--- src/rtl/perf_counter_bank_pkg.sv ---
// Shared types and constants for the performance-counter bank.
// Optional build macro: PERF_CTR_SATURATE_EN (see perf_counter).
package perf_counter_bank_pkg;
  typedef logic [15:0] lc3b_word;

  typedef enum logic {
    IDLE = 1'b0,
    RESP = 1'b1
  } perf_state_t;

  localparam int PERF_CTRL_EN_BIT  = 0;
  localparam int PERF_CTRL_CLR_BIT = 1;
endpackage

--- src/rtl/perf_counter_bank_if.sv ---
// Memory-port bus used on both the CPU side and the downstream side of the bank.
// Optional build macro: PERF_CTR_SATURATE_EN (no effect on this file).
interface perf_counter_bank_if;
  import perf_counter_bank_pkg::*;

  // Handshake: the master raises read or write with address/wdata and holds them
  // until the slave answers with a one-cycle resp; rdata is valid while resp=1.
  logic     read;
  logic     write;
  lc3b_word address;
  lc3b_word wdata;
  lc3b_word rdata;
  logic     resp;

  modport master (output read, write, address, wdata, input rdata, resp);
  modport slave  (input read, write, address, wdata, output rdata, resp);
endinterface

--- src/rtl/perf_counter_bank_ctr.sv ---
// Single event counter with clear, enable and overflow indication.
// PERF_CTR_SATURATE_EN: hold at all-ones instead of wrapping to zero.
module perf_counter
  import perf_counter_bank_pkg::*;
#(
  parameter int CTR_WIDTH = 32
) (
  input  logic                 clk,
  input  logic                 rst,
  input  logic                 i_inc,
  input  logic                 i_clr,
  input  logic                 i_en,
  output logic [CTR_WIDTH-1:0] o_count,
  output logic                 o_ovf
);
  logic [CTR_WIDTH-1:0] r_count;
  logic                 w_at_max;

  assign w_at_max = &r_count;
  // Clear wins over a same-cycle event, so no overflow is flagged then.
  assign o_ovf    = i_en && i_inc && w_at_max && !i_clr;
  assign o_count  = r_count;

  always_ff @(posedge clk or posedge rst) begin
    if (rst) begin
      r_count <= '0;
    end else if (i_clr) begin
      r_count <= '0;
    end else if (i_en && i_inc) begin
`ifdef PERF_CTR_SATURATE_EN
      if (!w_at_max) begin
        r_count <= r_count + CTR_WIDTH'(1);
      end
`else
      r_count <= r_count + CTR_WIDTH'(1);
`endif
    end
  end
endmodule

--- src/rtl/perf_counter_bank.sv ---
// Memory-mapped performance-counter bank spliced into the data-memory path.
// PERF_CTR_SATURATE_EN selects saturating counters (wrapping when undefined).
module perf_counter_bank
  import perf_counter_bank_pkg::*;
#(
  parameter int       NUM_CTRS  = 10,
  parameter int       CTR_WIDTH = 32,
  parameter lc3b_word BASE_ADDR = 16'hFFE0
) (
  input  logic                  clk,
  input  logic                  rst,
  input  logic [NUM_CTRS-1:0]   i_events,
  perf_counter_bank_if.slave    cpu_bus,
  perf_counter_bank_if.master   mem_bus,
  output perf_state_t           o_dbg_state
);
  localparam logic [16:0] WIN_LAST = 17'(BASE_ADDR) + 17'(2 * NUM_CTRS);

  perf_state_t          r_state, w_next_state;
  logic                 r_en, r_ovf;
  lc3b_word             r_shadow, r_rdata;
  lc3b_word             w_off;
  logic                 w_in_win, w_req, w_rd, w_wr, w_is_ctrl, w_is_hi;
  logic                 w_clr_all, w_ctr_wr;
  logic [4:0]           w_idx;
  logic [NUM_CTRS-1:0]  w_clr, w_ovf;
  logic [CTR_WIDTH-1:0] w_count [NUM_CTRS];
  logic [31:0]          w_cnt32 [32];

  assign w_off     = cpu_bus.address - BASE_ADDR;
  assign w_in_win  = ({1'b0, cpu_bus.address} >= 17'(BASE_ADDR)) &&
                     ({1'b0, cpu_bus.address} <= WIN_LAST);
  assign w_is_ctrl = (w_off == 16'd0);
  assign w_is_hi   = ~w_off[0];
  assign w_idx     = 5'((w_off - 16'd1) >> 1);
  assign w_req     = (r_state == IDLE) && w_in_win && (cpu_bus.read || cpu_bus.write);
  assign w_rd      = w_req && cpu_bus.read;
  assign w_wr      = w_req && cpu_bus.write && !cpu_bus.read;
  assign w_clr_all = w_wr && w_is_ctrl && cpu_bus.wdata[PERF_CTRL_CLR_BIT];
  assign w_ctr_wr  = w_wr && !w_is_ctrl;

  for (genvar g = 0; g < NUM_CTRS; g++) begin : g_ctr
    assign w_clr[g] = w_clr_all || (w_ctr_wr && (w_idx == 5'(g)));
    perf_counter #(.CTR_WIDTH(CTR_WIDTH)) u_ctr (
      .clk     (clk),
      .rst     (rst),
      .i_inc   (i_events[g]),
      .i_clr   (w_clr[g]),
      .i_en    (r_en),
      .o_count (w_count[g]),
      .o_ovf   (w_ovf[g])
    );
  end

  // Zero-extended 32-bit view, padded to 32 entries so any 5-bit index is legal.
  always_comb begin
    for (int i = 0; i < 32; i++) w_cnt32[i] = '0;
    for (int i = 0; i < NUM_CTRS; i++) w_cnt32[i] = 32'(w_count[i]);
  end

  always_ff @(posedge clk or posedge rst) begin
    if (rst) begin
      r_en     <= 1'b1;
      r_ovf    <= 1'b0;
      r_shadow <= '0;
      r_rdata  <= '0;
    end else begin
      if (w_clr_all)  r_ovf <= 1'b0;
      else if (|w_ovf) r_ovf <= 1'b1;
      if (w_wr && w_is_ctrl) r_en <= cpu_bus.wdata[PERF_CTRL_EN_BIT];
      if (w_clr_all) r_shadow <= '0;
      if (w_rd) begin
        if (w_is_ctrl) begin
          r_rdata <= {14'd0, r_ovf, r_en};
        end else if (w_is_hi) begin
          r_rdata <= r_shadow;
        end else begin
          // Low-word read snapshots the upper half so a following high read is coherent.
          r_rdata  <= w_cnt32[w_idx][15:0];
          r_shadow <= w_cnt32[w_idx][31:16];
        end
      end else if (w_wr) begin
        r_rdata <= '0;
      end
    end
  end

  always_ff @(posedge clk or posedge rst) begin
    if (rst) r_state <= IDLE;
    else     r_state <= w_next_state;
  end

  always_comb begin
    w_next_state = r_state;
    case (r_state)
      IDLE:    if (w_req) w_next_state = RESP;
      RESP:    w_next_state = IDLE;
      default: w_next_state = IDLE;
    endcase
  end

  always_comb begin
    mem_bus.address = cpu_bus.address;
    mem_bus.wdata   = cpu_bus.wdata;
    mem_bus.read    = cpu_bus.read;
    mem_bus.write   = cpu_bus.write;
    cpu_bus.rdata   = mem_bus.rdata;
    cpu_bus.resp    = mem_bus.resp;
    if (w_in_win) begin
      mem_bus.read  = 1'b0;
      mem_bus.write = 1'b0;
      cpu_bus.rdata = r_rdata;
      cpu_bus.resp  = (r_state == RESP);
    end
  end

  assign o_dbg_state = r_state;
endmodule

--- src/flat_wrapper.sv ---
// flat-port wrapper written by rule: the top's interface ports become plain ports
module perf_counter_bank_flat import perf_counter_bank_pkg::*;
#(
  parameter int       NUM_CTRS  = 10,
  parameter int       CTR_WIDTH = 32,
  parameter lc3b_word BASE_ADDR = 16'hFFE0
)
  (clk, rst, i_events, o_dbg_state, cpu_bus_read, cpu_bus_write, cpu_bus_address, cpu_bus_wdata, cpu_bus_rdata, cpu_bus_resp, mem_bus_read, mem_bus_write, mem_bus_address, mem_bus_wdata, mem_bus_rdata, mem_bus_resp);
  perf_counter_bank_if cpu_bus_i ();
  perf_counter_bank_if mem_bus_i ();
  input  logic clk;
  input  logic rst;
  input  logic [NUM_CTRS-1:0] i_events;
  output perf_state_t o_dbg_state;
  input wire logic [$bits(cpu_bus_i.read)-1:0] cpu_bus_read;
  input wire logic [$bits(cpu_bus_i.write)-1:0] cpu_bus_write;
  input wire logic [$bits(cpu_bus_i.address)-1:0] cpu_bus_address;
  input wire logic [$bits(cpu_bus_i.wdata)-1:0] cpu_bus_wdata;
  output wire logic [$bits(cpu_bus_i.rdata)-1:0] cpu_bus_rdata;
  output wire logic [$bits(cpu_bus_i.resp)-1:0] cpu_bus_resp;
  output wire logic [$bits(mem_bus_i.read)-1:0] mem_bus_read;
  output wire logic [$bits(mem_bus_i.write)-1:0] mem_bus_write;
  output wire logic [$bits(mem_bus_i.address)-1:0] mem_bus_address;
  output wire logic [$bits(mem_bus_i.wdata)-1:0] mem_bus_wdata;
  input wire logic [$bits(mem_bus_i.rdata)-1:0] mem_bus_rdata;
  input wire logic [$bits(mem_bus_i.resp)-1:0] mem_bus_resp;
  assign cpu_bus_i.read = cpu_bus_read;
  assign cpu_bus_i.write = cpu_bus_write;
  assign cpu_bus_i.address = cpu_bus_address;
  assign cpu_bus_i.wdata = cpu_bus_wdata;
  assign cpu_bus_rdata = cpu_bus_i.rdata;
  assign cpu_bus_resp = cpu_bus_i.resp;
  assign mem_bus_read = mem_bus_i.read;
  assign mem_bus_write = mem_bus_i.write;
  assign mem_bus_address = mem_bus_i.address;
  assign mem_bus_wdata = mem_bus_i.wdata;
  assign mem_bus_i.rdata = mem_bus_rdata;
  assign mem_bus_i.resp = mem_bus_resp;
  perf_counter_bank #(.NUM_CTRS(NUM_CTRS), .CTR_WIDTH(CTR_WIDTH), .BASE_ADDR(BASE_ADDR)) u_core (.clk(clk), .rst(rst), .i_events(i_events), .cpu_bus(cpu_bus_i), .mem_bus(mem_bus_i), .o_dbg_state(o_dbg_state));
endmodule
--- config.mk ---
export PLATFORM = sky130hd
export DESIGN_NAME = perf_counter_bank_flat
export DESIGN_NICKNAME = d
export VERILOG_FILES = /design/src/rtl/perf_counter_bank_pkg.sv /design/src/rtl/perf_counter_bank_if.sv /design/src/rtl/perf_counter_bank_ctr.sv /design/src/rtl/perf_counter_bank.sv /design/src/flat_wrapper.sv
export SDC_FILE = /design/constraint.sdc
export NUM_CORES = 1
export LEC_CHECK = 0
export ABC_CLOCK_PERIOD_IN_PS = 5620
export CORE_UTILIZATION = 28
export CTS_BUF_LIST = sky130_fd_sc_hd__clkbuf_2 sky130_fd_sc_hd__clkbuf_4 sky130_fd_sc_hd__clkbuf_8
export DETAILED_ROUTE_END_ITERATION = 16
export SLEW_MARGIN = 15
export SYNTH_ARGS = -nofsm -noshare
export SYNTH_HDL_FRONTEND = slang
export SYNTH_HIERARCHICAL = 1
export SYNTH_SLANG_ARGS = --single-unit
--- constraint.sdc ---
create_clock -name clk -period 5.62 [get_ports clk]
set_input_delay 0.843 -clock clk [delete_from_list [all_inputs] [get_ports clk]]
set_output_delay 0.843 -clock clk [all_outputs]
set_load 0.03 [all_outputs]
-- After elaboration in Yosys (flattened, before gate mapping)
Cells that the tools add are included.
- add/sub/neg operators: 12
- equality and inequality tests: 9
- div/mod/pow operators: 0
- reductions and logical operators: 97
- magnitude comparators: 3
- $mul: 0
- muxes and demuxes: 39
- bitwise operators: 2
- shift operators: 0
- operators with widths (operator ; number):
    32-bit two-way mux ; 22
    32-bit by 1-bit adder with 32-bit output, second input constant ; 10
    32-bit AND reduction ; 10
    32-bit binary-select mux with 5-bit select ; 1
    16-bit two-way mux ; 9
    1-bit logical AND ; 49
    2-bit nonzero test ; 12
    5-bit by 3-bit == test with 1-bit output, second input constant ; 4
    16-bit greater-or-equal comparator, second input constant ; 1
    16-bit <= comparator, second input constant ; 1
    16-bit zero test ; 1
    16-bit subtractor, second input constant ; 1
    1-bit zero test ; 12
    1-bit logical OR ; 11
    5-bit by 2-bit == test with 1-bit output, second input constant ; 2
    5-bit by 4-bit == test with 1-bit output, second input constant ; 2
    10-bit OR reduction ; 1
    6-bit greater-or-equal comparator, second input constant ; 1
    1-bit two-way mux ; 6
    5-bit inverter with 6-bit output ; 1
    6-bit by 1-bit subtractor with 6-bit output, second input constant ; 1
    5-bit by 1-bit == test with 1-bit output, second input constant ; 1
    5-bit zero test ; 1
    1-bit one-hot mux with 2 select lines ; 1
    1-bit inverter ; 1
- bits in writable memories: 0
- latch bits: 0
- output and inout bits: 52
- word-level logic and storage cells: 177
- memories kept: 0
- bits in registers: 355
- bits in read-only memories: 0
- input bits: 63

-- Depth between registers and ports, before layout
- depth in word-level cells: 14
- gate-level depth with buffers: 18
- depth with buffers taken out: 14

-- Hierarchy
The synthesis kept the hierarchy.
- by module, submodules not included (module ; cells an instance ; seq. area each (um^2) ; instances ; area an instance (um^2)):
    perf_counter (u_core.g_ctr[0].u_ctr ...) ; 186 ; 800.8 ; 9 ; 1717.9
    perf_counter_bank ; 493 ; 877.1 ; 1 ; 5158.7
    perf_counter (u_core.g_ctr[6].u_ctr) ; 185 ; 800.8 ; 1 ; 1702.9

-- Worst setup path before layout
OpenSTA, ideal clock, no wires.
- path type: input to register
- from: in cpu_bus_address[0]
- to: reg u_core.g_ctr[5].u_ctr.r_count[9]
- arrival time: 3.784 ns
- buffers on the path: 6
- cell stages on the path: 17
- data required time: 5.488 ns
- library setup time: 0.132 ns
- setup slack: 1.704 ns
- cell sequence: buf_6 -> clkinv_1 -> clkbuf_1 -> ha_1 -> buf_2 -> xnor2_1 -> and3_1 -> a21o_1 -> buf_2 -> buf_1 -> nand2_1 -> o41ai_1 -> clkbuf_1 -> a21oi_1 -> nor4_1 -> xnor2_1 -> nor2_1
- cells in the longest elaborated chain, start to end: 10
- elaborated cells between the ends (all ways): 19
- those cells by class: add/sub (2); order compare (2); eq/ne (1); mux (1); reduce/logical (13)
- ends and longest elaborated chain (element ; RTL line ; source):
    start, declared ; flat_wrapper.sv:17 ; input wire logic [$bits(cpu_bus_i.address)-1:0] cpu_bus_address;
    branches (longest 8 deep; another with 16-bit subtractor) ; - ;
    1-bit logical OR * ; perf_counter_bank.sv:43 ; assign w_clr[g] = w_clr_all || (w_ctr_wr && (w_idx == 5'(g)));
    named net u_core.w_clr[5] ; perf_counter_bank.sv:26 ; logic [NUM_CTRS-1:0] w_clr, w_ovf;
    32-bit two-way mux / 2-bit nonzero test (equally long branches) ; - ;
    end signal, assigned ; perf_counter_bank_ctr.sv:35 ; r_count <= r_count + CTR_WIDTH'(1);
    end, declared ; perf_counter_bank_ctr.sv:16 ; logic [CTR_WIDTH-1:0] r_count;
Mark *: on every way through the listed nets, which the timed path passes.
A chain may end at the register's enable or synchronous reset.

-- Worst setup path in the final report
- from: in cpu_bus_address[0]
- to: out cpu_bus_rdata[13]
- cells in the longest elaborated chain, start to end: 3
- elaborated cells between the ends (all ways): 4
- those cells by class: order compare (2); mux (1); reduce/logical (1)
- ends and longest elaborated chain (element ; RTL line ; source):
    16-bit greater-or-equal comparator / 16-bit <= comparator (equally long branches) ; perf_counter_bank.sv:31, perf_counter_bank.sv:32 ;
    1-bit logical AND * ; perf_counter_bank.sv:31 ; assign w_in_win = ({1'b0, cpu_bus.address} >= 17'(BASE_ADDR)) &&
    16-bit two-way mux * ; perf_counter_bank.sv:109 ; if (w_in_win) begin
    end, declared ; flat_wrapper.sv:19 ; output wire logic [$bits(cpu_bus_i.rdata)-1:0] cpu_bus_rdata;
Every way passes the cells marked *; elsewhere a longest branch is shown, timed or not.

==> metrics.cfg <==
[cts]
cts_resized=0
clk_path_buf_depth=3
numCtsBuffers=67
clock_latency_ps=640
clk_pin_slew_ps=60
post-cts-setup-buffers=0
cts_tree=yes
ctsHoldBuffers=0
h-tree-depth=3
root_buffer=clkbuf_8
cts.sinks=355

[detailed_routing]
wire_per_inst_um=19.5
vias_per_cell=5.54
drt_wl_total_um=67800
ant_nets=0
vias=19200
drc=0
drt_first_pass_iters=9
drt_iter0_drc=1878

[setup_path]
cp-start-kind=primary input
slowest_stage=clkdlybuf4s50_1
cp_cell_sequence=clkdlybuf4s50_1 -> clkinv_1 -> buf_4 -> ha_2 -> nand2b_1 -> a21boi_0 -> or3_4 -> mux2_2 -> clkdlybuf4s50_1
crit_path_start=cpu_bus_address[0]
required_ps=4780
critPathMaxStageDelay_ps=600
crit_family=buffers and inverters
crit_type=in2out
crit_fanout=20
crit_buf_inv=4
reg2reg_from=u_core/o_dbg_state$_DFF_PP0_
crit_arrival_ps=3800
path_common_cell=clkdlybuf4s50_1
critPathCaptureType=primary output

[yosys]
ys_seq_area_share_pct=39.8
netlist-cell-type-count=67
async_flop_share_pct=100
synth_edf_count=0
synth_area_sq_um=22300
syn_avg_cell_area_sq_um=9.49
synthCells=2352
ys_ff_latch=355
synth-main-ff-cell=dfrtp_1
synth_nets=2428
yosys_warnings=6

[global_routing]
globalRoute.totalOverflow=0
grt.busiest_layer=met2
use_met2_pct=25.0
gr-usage-met1_pct=23.0
grt_util_met3_pct=3.97
grt_pass1_wl_um=107000
grt_usage_pct=16.7
grt_start_max_net_pins=71
antenna_found_initial=4
grt_pass1_vias=17700

[floorplan]
rows=103
die_w_um=284
die_h_um=284
core_sq_um=78900
initial_core_util_pct=28.3
die_area_sq_um=80900
num_io_pins=115

[power]
ir_worst_vdd_mv=0.139
p_leak_uw=0.00940
powerDensity_nw_per_um2=221

[finish]
syn2layout_area_growth_pct=13.5
seq_area_sq_um=8880
drive_above_1_share_pct=14.7
fin_nets=2447
final_common_cell=dfrtp_1
multi_input_area_sq_um=12300
design_area_sq_um=25300
final_cell_mix=dfrtp_1 (354), a21oi_1 (222), nand2_1 (179), nor2_1 (135), or4_1 (130)
fill_cells=8142

[place]
dp_slack_ps=965
placed_area_sq_um=23900
dp_hpwl_um=48200
globalplace.congestion=0.889
numPortBuffers=86

[sta]
clock_skew_ps=31.4
setup_viol=0
rsz0062_at_grt=no
tightestPinTransition_ps=1040
finalCriticalPeriod_ps=4650
timing.fmax_mhz=215
fin_tns_setup_ps=0
hold_viol=0
finalCritPeriodShare_pct=82.7
holdWs_ps=472
slew_headroom_pct=30.1
slew_violations=0
fin_ws_ps=974

[flow_run]
cap_violations=0

[run_status]
outcome=complete, no violations

[worst_hold_path]
min-delay-start=u_core/r_rdata[11]$_DFFE_PP0P_
hp-class=reg2reg

routing by layer:
layer	share of wire, %	routed length [um]	vias to the layer above
li1	-	-	8970
met2	44	30100	656
met3	7.4	5050	123
met1	45	30200	9465
met4	3.5	2400	6
met5	0.068	46	-
tightest hold or removal path: stages (launching register included):
cell	delay, ps
dfrtp_1	340
nand2_1	50
nand2_1	50
registers in the layout, indices dropped and copies added (netlist names):
register                    flops
u_core/o_dbg_state              1
u_core/r_rdata                 16
u_core/r_en                     1
u_core/g_ctr.u_ctr/o_count    320
u_core/r_shadow                16
u_core/r_ovf                    1
synthesized netlist by cell type (63+ instances only):
master	n	area, sq um
dfrtp_1	354	8860
a21oi_1	226	1130
nand2_1	179	672
nor2_1	135	507
or4_1	130	976
o31ai_1	114	856
o21ai_0	110	551
nand3_1	108	541
or3_1	100	626
clkbuf_1	79	297
nand4_1	77	482
mux4_2	64	1440
inv_1	63	236
final cells by class:
type	instances	share of cell area (%)
Clock buffer	108	5.20
Clock inverter	9	0.346
Timing Repair Buffer	125	4.70
Tap cell	1050	5.19
Multi-Input combinational cell	1758	48.5
Inverter	64	0.958
Antenna cell	1	0.00988
Sequential cell	355	35.1
path summary, 6_finish.rpt:
check	end	cells after the start	slack, ps
max reg2reg	u_core/r_ovf$_DFFE_PP0P_	10	2320
max	cpu_bus_rdata[13]	9	970
min reg2reg	u_core/r_rdata[11]$_DFFE_PP0P_	2	470
min in group asynchronous	u_core/g_ctr[6].u_ctr/o_count[3]$_DFFE_PP0P_	2	1200
min	u_core/r_rdata[11]$_DFFE_PP0P_	2	470
max in group asynchronous	u_core/r_en$_DFFE_PP1N_	3	3560
logic make-up after synthesis:
| logic type | synth area share [%] |
|---|---|
| buffers and inverters | 5.67 |
| AOI/OAI and AO/OA | 14.5 |
| adders and majority gates | 0.729 |
| xor gates and xnor gates | 3.96 |
| DFF | 39.8 |
| and+or+nand+nor | 25.5 |
| muxes | 9.85 |
where the power goes:
group          total [uW]  internal, uW  switching [uW]  leakage [uW]
logic                 359           133             226       0.00375
clock network        2670          1530            1140      0.000743
registers            2560          2560          0.0770       0.00491
total                5590          4220            1370       0.00940
stage by stage:
stage | cells | power, uW | util (%)
floorplan | 2352 | 2850 | -
global placement | 3352 | 2970 | 30.3
detailed placement | 3352 | 2970 | 30.3
CTS | 3469 | 5670 | 32.1
global route | 3470 | 5800 | 32.1
finish | 3470 | 5590 | 32.1
(Power assumes the default switching activity.)
